<file path="src/rtl/muldiv_unit.sv">
// muldiv_unit: RV32M execute-stage multiply/divide unit.
// A multiply takes a single cycle from the registered operands.
// A divide uses restoring division and produces one quotient bit per cycle.
// Results leave through a registered valid/ready handshake.
// flush_i abandons any operation that is still in flight.
module muldiv_unit #(
  parameter int XLEN = 32
) (
  input  logic            clk_i,
  input  logic            rst_i,
  input  logic            flush_i,
  input  logic            valid_i,
  output logic            ready_o,
  input  logic [2:0]      op_i,
  input  logic [XLEN-1:0] rs1_i,
  input  logic [XLEN-1:0] rs2_i,
  input  logic [4:0]      rd_addr_i,
  output logic            valid_o,
  input  logic            ready_i,
  output logic [XLEN-1:0] result_o,
  output logic [4:0]      rd_addr_o
);

  localparam int CW = $clog2(XLEN);
  localparam logic [CW-1:0] LAST_STEP = CW'(XLEN - 1);

  localparam logic [1:0] S_IDLE = 2'd0;
  localparam logic [1:0] S_MUL  = 2'd1;
  localparam logic [1:0] S_DIV  = 2'd2;
  localparam logic [1:0] S_DONE = 2'd3;

  localparam logic [2:0] OP_MUL    = 3'd0;
  localparam logic [2:0] OP_MULH   = 3'd1;
  localparam logic [2:0] OP_MULHSU = 3'd2;

  localparam logic [XLEN-1:0] INT_MIN = {1'b1, {(XLEN-1){1'b0}}};

  // Architectural and working state
  logic [1:0]      state_q,    state_d;
  logic [2:0]      op_q,       op_d;
  // a_q: multiplicand, or dividend magnitude that shifts into the quotient,
  //      or the precomputed special-case result.
  logic [XLEN-1:0] a_q,        a_d;
  // b_q: multiplier, or divisor magnitude.
  logic [XLEN-1:0] b_q,        b_d;
  logic [XLEN-1:0] rem_q,      rem_d;
  logic [CW-1:0]   count_q,    count_d;
  logic            neg_quo_q,  neg_quo_d;
  logic            neg_rem_q,  neg_rem_d;
  logic            special_q,  special_d;
  logic [4:0]      rd_q,       rd_d;
  logic [XLEN-1:0] result_q,   result_d;
  logic [4:0]      rd_out_q,   rd_out_d;

  logic accept;

  // Operand decode for an incoming divide
  logic            in_signed;
  logic            in_rs1_neg;
  logic            in_rs2_neg;
  logic [XLEN-1:0] in_abs1;
  logic [XLEN-1:0] in_abs2;
  logic            in_div_zero;
  logic            in_div_ovf;
  logic [XLEN-1:0] in_special_res;

  // Multiply datapath
  logic            mul_a_sign;
  logic            mul_b_sign;
  logic [2*XLEN-1:0] mul_a;
  logic [2*XLEN-1:0] mul_b;
  logic [2*XLEN-1:0] product;
  logic [XLEN-1:0] mul_res;

  // Division step datapath
  logic [XLEN:0]   trial;
  logic            q_bit;
  logic [XLEN-1:0] rem_next;
  logic [XLEN-1:0] quo_next;
  logic [XLEN-1:0] quo_fix;
  logic [XLEN-1:0] rem_fix;
  logic [XLEN-1:0] div_res;

  // Handshake outputs
  assign ready_o   = (state_q == S_IDLE) || ((state_q == S_DONE) && ready_i);
  assign valid_o   = (state_q == S_DONE);
  assign result_o  = result_q;
  assign rd_addr_o = rd_out_q;
  assign accept    = valid_i && ready_o && !flush_i;

  // Divide operands are decoded at acceptance, so iteration only sees magnitudes
  always_comb begin
    in_signed      = ~op_i[0];
    in_rs1_neg     = in_signed & rs1_i[XLEN-1];
    in_rs2_neg     = in_signed & rs2_i[XLEN-1];
    in_abs1        = in_rs1_neg ? (~rs1_i + 1'b1) : rs1_i;
    in_abs2        = in_rs2_neg ? (~rs2_i + 1'b1) : rs2_i;
    in_div_zero    = (rs2_i == '0);
    in_div_ovf     = in_signed && (rs1_i == INT_MIN) && (rs2_i == '1);
    in_special_res = '0;
    if (in_div_zero) begin
      // A zero divisor gives all-ones for the quotient and the dividend for the remainder
      in_special_res = op_i[1] ? rs1_i : '1;
    end else begin
      // INT_MIN / -1 overflows: the quotient wraps to INT_MIN and the remainder is 0
      in_special_res = op_i[1] ? '0 : INT_MIN;
    end
  end

  // Extend the operands to 64 bits so that one multiplier covers every signedness mix
  always_comb begin
    mul_a_sign = ((op_q == OP_MULH) || (op_q == OP_MULHSU)) & a_q[XLEN-1];
    mul_b_sign = (op_q == OP_MULH) & b_q[XLEN-1];
    mul_a      = {{XLEN{mul_a_sign}}, a_q};
    mul_b      = {{XLEN{mul_b_sign}}, b_q};
    product    = mul_a * mul_b;
    mul_res    = (op_q == OP_MUL) ? product[XLEN-1:0] : product[2*XLEN-1:XLEN];
  end

  // One restoring-division step, then the sign fixup used on the final step
  always_comb begin
    trial    = {rem_q, a_q[XLEN-1]} - {1'b0, b_q};
    q_bit    = ~trial[XLEN];
    rem_next = q_bit ? trial[XLEN-1:0] : {rem_q[XLEN-2:0], a_q[XLEN-1]};
    quo_next = {a_q[XLEN-2:0], q_bit};
    quo_fix  = neg_quo_q ? (~quo_next + 1'b1) : quo_next;
    rem_fix  = neg_rem_q ? (~rem_next + 1'b1) : rem_next;
    div_res  = op_q[1] ? rem_fix : quo_fix;
  end

  // Next-state logic: FSM progress first, then acceptance, then flush overrides
  always_comb begin
    state_d   = state_q;
    op_d      = op_q;
    a_d       = a_q;
    b_d       = b_q;
    rem_d     = rem_q;
    count_d   = count_q;
    neg_quo_d = neg_quo_q;
    neg_rem_d = neg_rem_q;
    special_d = special_q;
    rd_d      = rd_q;
    result_d  = result_q;
    rd_out_d  = rd_out_q;

    case (state_q)
      S_MUL: begin
        result_d = mul_res;
        rd_out_d = rd_q;
        state_d  = S_DONE;
      end
      S_DIV: begin
        if (special_q) begin
          // The special result was resolved at acceptance; publish it without iterating
          result_d = a_q;
          rd_out_d = rd_q;
          state_d  = S_DONE;
        end else begin
          a_d     = quo_next;
          rem_d   = rem_next;
          count_d = count_q + CW'(1);
          if (count_q == LAST_STEP) begin
            result_d = div_res;
            rd_out_d = rd_q;
            count_d  = '0;
            state_d  = S_DONE;
          end
        end
      end
      S_DONE: begin
        // The result holds until downstream takes it
        if (ready_i) begin
          state_d = S_IDLE;
        end
      end
      default: begin
        state_d = state_q;
      end
    endcase

    // Acceptance can come from IDLE, or from DONE in the same cycle as the transfer
    if (accept) begin
      op_d    = op_i;
      rd_d    = rd_addr_i;
      rem_d   = '0;
      count_d = '0;
      if (!op_i[2]) begin
        a_d       = rs1_i;
        b_d       = rs2_i;
        special_d = 1'b0;
        neg_quo_d = 1'b0;
        neg_rem_d = 1'b0;
        state_d   = S_MUL;
      end else begin
        special_d = in_div_zero | in_div_ovf;
        a_d       = (in_div_zero | in_div_ovf) ? in_special_res : in_abs1;
        b_d       = in_abs2;
        neg_quo_d = in_rs1_neg ^ in_rs2_neg;
        neg_rem_d = in_rs1_neg;
        state_d   = S_DIV;
      end
    end

    // A flush drops any partial work; a transfer already on the outputs still completes
    if (flush_i) begin
      state_d = S_IDLE;
      count_d = '0;
    end
  end

  // State registers with synchronous reset
  always_ff @(posedge clk_i) begin
    if (rst_i) begin
      state_q   <= S_IDLE;
      op_q      <= '0;
      a_q       <= '0;
      b_q       <= '0;
      rem_q     <= '0;
      count_q   <= '0;
      neg_quo_q <= 1'b0;
      neg_rem_q <= 1'b0;
      special_q <= 1'b0;
      rd_q      <= '0;
      result_q  <= '0;
      rd_out_q  <= '0;
    end else begin
      state_q   <= state_d;
      op_q      <= op_d;
      a_q       <= a_d;
      b_q       <= b_d;
      rem_q     <= rem_d;
      count_q   <= count_d;
      neg_quo_q <= neg_quo_d;
      neg_rem_q <= neg_rem_d;
      special_q <= special_d;
      rd_q      <= rd_d;
      result_q  <= result_d;
      rd_out_q  <= rd_out_d;
    end
  end

endmodule

</file>
<file path="config.mk">
export PLATFORM = sky130hd
export DESIGN_NAME = muldiv_unit
export DESIGN_NICKNAME = d
export VERILOG_FILES = /design/src/rtl/muldiv_unit.sv
export SDC_FILE = /design/constraint.sdc
export NUM_CORES = 2
export LEC_CHECK = 0
export ABC_AREA = 1
export CORE_MARGIN = 1
export CORE_UTILIZATION = 40
export CTS_CLUSTER_DIAMETER = 100
export DETAILED_ROUTE_END_ITERATION = 10
export GPL_ROUTABILITY_DRIVEN = 0
export SETUP_SLACK_MARGIN = 0.3
export SLEW_MARGIN = 30
export SYNTH_ARGS = -nofsm -noshare
export SYNTH_HDL_FRONTEND = slang
export SYNTH_SLANG_ARGS = --single-unit
</file>
<file path="constraint.sdc">
create_clock -name clk_i -period 22.8 [get_ports clk_i]
set_clock_uncertainty 0.2 [all_clocks]
set_input_delay 6.84 -clock clk_i [delete_from_list [all_inputs] [get_ports clk_i]]
set_output_delay 6.84 -clock clk_i [all_outputs]
set_load 0.02 [all_outputs]
</file>
==> flow_metrics.tcl <==
set metrics [dict create \
    status "complete, no violations" \
    cp_top_family "buffers and inverters" \
    worstHoldPathCells 2 \
    crit_chain "clkdlybuf4s50_1 > a21o_1 > clkdlybuf4s50_1" \
    cp.required_ps 15760 \
    endpoint_kind "primary output" \
    grt_setup_unrepaired "false" \
    ys_ff_latch 151 \
    hold_class "reg -> reg" \
    worst_pin_slew_ps 1130 \
    reg2regPathDepth 29 \
    ant_nets 0 \
    row_count 133 \
    synth_xor_area_share_pct 1.53 \
    finalSetupViolCount 0 \
    cts-root-buf "clkbuf_16" \
    post-route-drc-count 0 \
    hold_viol_final 0 \
    slew_headroom_pct 24.0 \
    core_area_um2 132000 \
    yosysWarnings 0 \
    dp_slack_ps 7660 \
    die_h_um 367 \
    initial_utilization_pct 40.4 \
    syn_area_per_cell_um2 7.29 \
    hpwl_mm 141 \
    grtUsageTotal_pct 26.8 \
    start_kind "primary input" \
    cp_num_buf_inv 2 \
    max_freq_mhz 66.1 \
    cts_resized 0 \
    via_count 46400 \
    finalWorstSetupSlack_ps 7660 \
    reg2reg_to "result_o[30]$_SDFFE_PP0P_" \
    clk_pin_slew_worst_paths_ps 70 \
    grt_pass1_wl_mm 278 \
    cts_tree "done" \
    synth-adder-area-share_pct 48.4 \
    viasPerCell 5.20 \
    synth_compound_area_share_pct 8.69 \
    final_nets 8613 \
    synthSimpleGateAreaFrac_pct 19.5 \
    drt_first_pass_iters 7 \
    synth_cell_types 57 \
    hold_buffers 0 \
    grt_max_degree 64 \
    drtIter0Drc 4014 \
    dieArea_um2 135000 \
    slowest_delay_ps 610 \
    syn_to_final_growth_pct 6.04 \
    drv_cap 0 \
    overflow 0 \
    cp.arrival_ps 8100 \
    clock-sinks 151 \
    p_leak_uw 0.0294 \
    fin_util_pct 42.8 \
    synth.area.mux_share_pct 0 \
    p_per_area_nw_per_um2 44.4 \
    drive_gt1_share_pct 3.24 \
    slowest_stage "clkdlybuf4s50_1" \
    cp_max_fo 2 \
    min_period_ps 15140 \
    max-vdd-ir-drop_mv 0.0643 \
    grt_antenna_before_repair 6 \
    wl_met3_mm 13.4 \
    tns_ps 0 \
    grt_pass1_vias 47200 \
    worstSetupPathType "in -> out" \
    io_buffer_count 115 \
    clk_latency_ps 510 \
    die_w_um 367 \
    r2r_start "op_q[1]$_SDFFE_PP0P_" \
    postCtsSetupBuffers 0 \
    routed_wl_mm 177 \
    postSynthNetCount 8756 \
    htreeDepth 4 \
    pin_count 116 \
    wl_per_cell_um 19.8 \
    final_common_cell "inv_1" \
    synth-seq-area-share_pct 5.68 \
    synth_top_family_by_area "adder cells" \
    synthCells 7298 \
    syn_area_um2 53200 \
    min_from "rd_q[0]$_SDFFE_PP0P_" \
    wl_met1_mm 72.0 \
    cts_buffers 17 \
    hold_end "rd_q[0]$_SDFFE_PP0P_" \
    final_cell_mix "inv_1 (1,910), nand2_1 (1,849), fa_1 (1,125)" \
    cts_max_path_buffers 2 \
    reg2reg_slack_ps 12590 \
    cpMostUsedCell "clkdlybuf4s50_1" \
    period_share_pct 66.4 \
    finalMaxSlewViolations 0 \
    top_layer "met5" \
    wl_met2_mm 82.0 \
]
## power breakdown
part,switching (uW),internal [uW]
combinational,1260,603
sequential,46.7,284
clock,144,164
## state kept, by name, summed over array words and instances (netlist names)
register / cells
rd_q: 5
rem_q: 32
neg_quo_q: 1
rd_addr_o: 5
b_q: 32
special_q: 1
state_q: 2
op_q: 3
neg_rem_q: 1
a_q: 32
count_q: 5
result_o: 32
## cells by family (layout without fill, tap and decap cells)
| group | Yosys count | count (layout) |
|---|---|---|
| other | 0 | 3 |
| adder cells (fa/ha/maj) | 1381 | 1381 |
| XOR/XNOR | 93 | 93 |
| buffers and inverters | 2290 | 2160 |
| AO/OA/AOI/OAI | 823 | 823 |
| AND/OR/NAND/NOR | 2560 | 2560 |
| flip-flops | 151 | 151 |
## cell usage after synthesis, drive strengths merged
library cell	count	share of area, %
a211oi	2	0.028
a21boi	7	0.099
a21o	22	0.31
a21oi	327	3.1
a221oi	27	0.44
a22oi	4	0.056
a311oi	1	0.016
a31o	1	0.016
a31oi	43	0.51
a41oi	1	0.016
and2	3	0.035
and3	4	0.047
buf	90	0.77
clkbuf	278	2.0
clkinv	3	0.021
dfxtp	151	5.7
fa	1126	42
ha	255	6.0
inv	1919	14
nand2	1877	13
nand3	170	1.7
nand3b	12	0.18
nand4	41	0.49
nor2	376	2.8
nor3	43	0.43
nor3b	1	0.014
nor4	17	0.20
o211ai	26	0.37
o21a	6	0.085
o21ai	310	2.9
o21bai	12	0.17
o221ai	22	0.36
o22ai	5	0.059
o311ai	2	0.033
o31ai	4	0.056
o41ai	1	0.016
or2	16	0.19
xnor2	42	0.69
xor2	51	0.84
## tightest hold or removal path: cells and delay by family, from the launching register on
kind	cells	cell delay [ps]
flops	1	310
compound gates	1	50
simple gates	1	60
## layer usage
layer / vias up / global-route usage [%]
li1: 21100 / -
met1: 23300 / 35.0
met2: 1806 / 44.0
met3: 305 / 3.80
met4: 4 / 12.1
met5: - / 0
## how the worst max path moves through the flow
stage	from	cells after the start	end	slack [ps]
final	ready_i	3	ready_o	7660
after global routing	ready_i	3	ready_o	7610
after CTS	ready_i	3	ready_o	7650
after detailed placement	ready_i	3	ready_o	7660
after global placement	ready_i	3	ready_o	7660
after floorplan	ready_i	1	ready_o	8690
## cell type report
class                   count  area [um2]
clock buffers              18         429
flip-flops and latches    151        3050
repair buffers            206        1830
fillers                 13600       75400
multi-input cells        4857       41500
well taps                1755        2200
diodes                      3        7.51
inverters                1922        7220
clock inverters            14         163
## through the flow
stage / power (uW) / instance area [um2] / std cells / hold WS [ps]
finish: 2500 / 56400 / 8926 / 265
global placement: 2160 / 55800 / 8891 / 252
detailed placement: 2160 / 55800 / 8891 / 253
CTS: 2490 / 56400 / 8923 / 263
floorplan: 1540 / 53200 / 7298 / 242
global route: 2730 / 56400 / 8923 / 300
(Power assumes the default switching activity.)
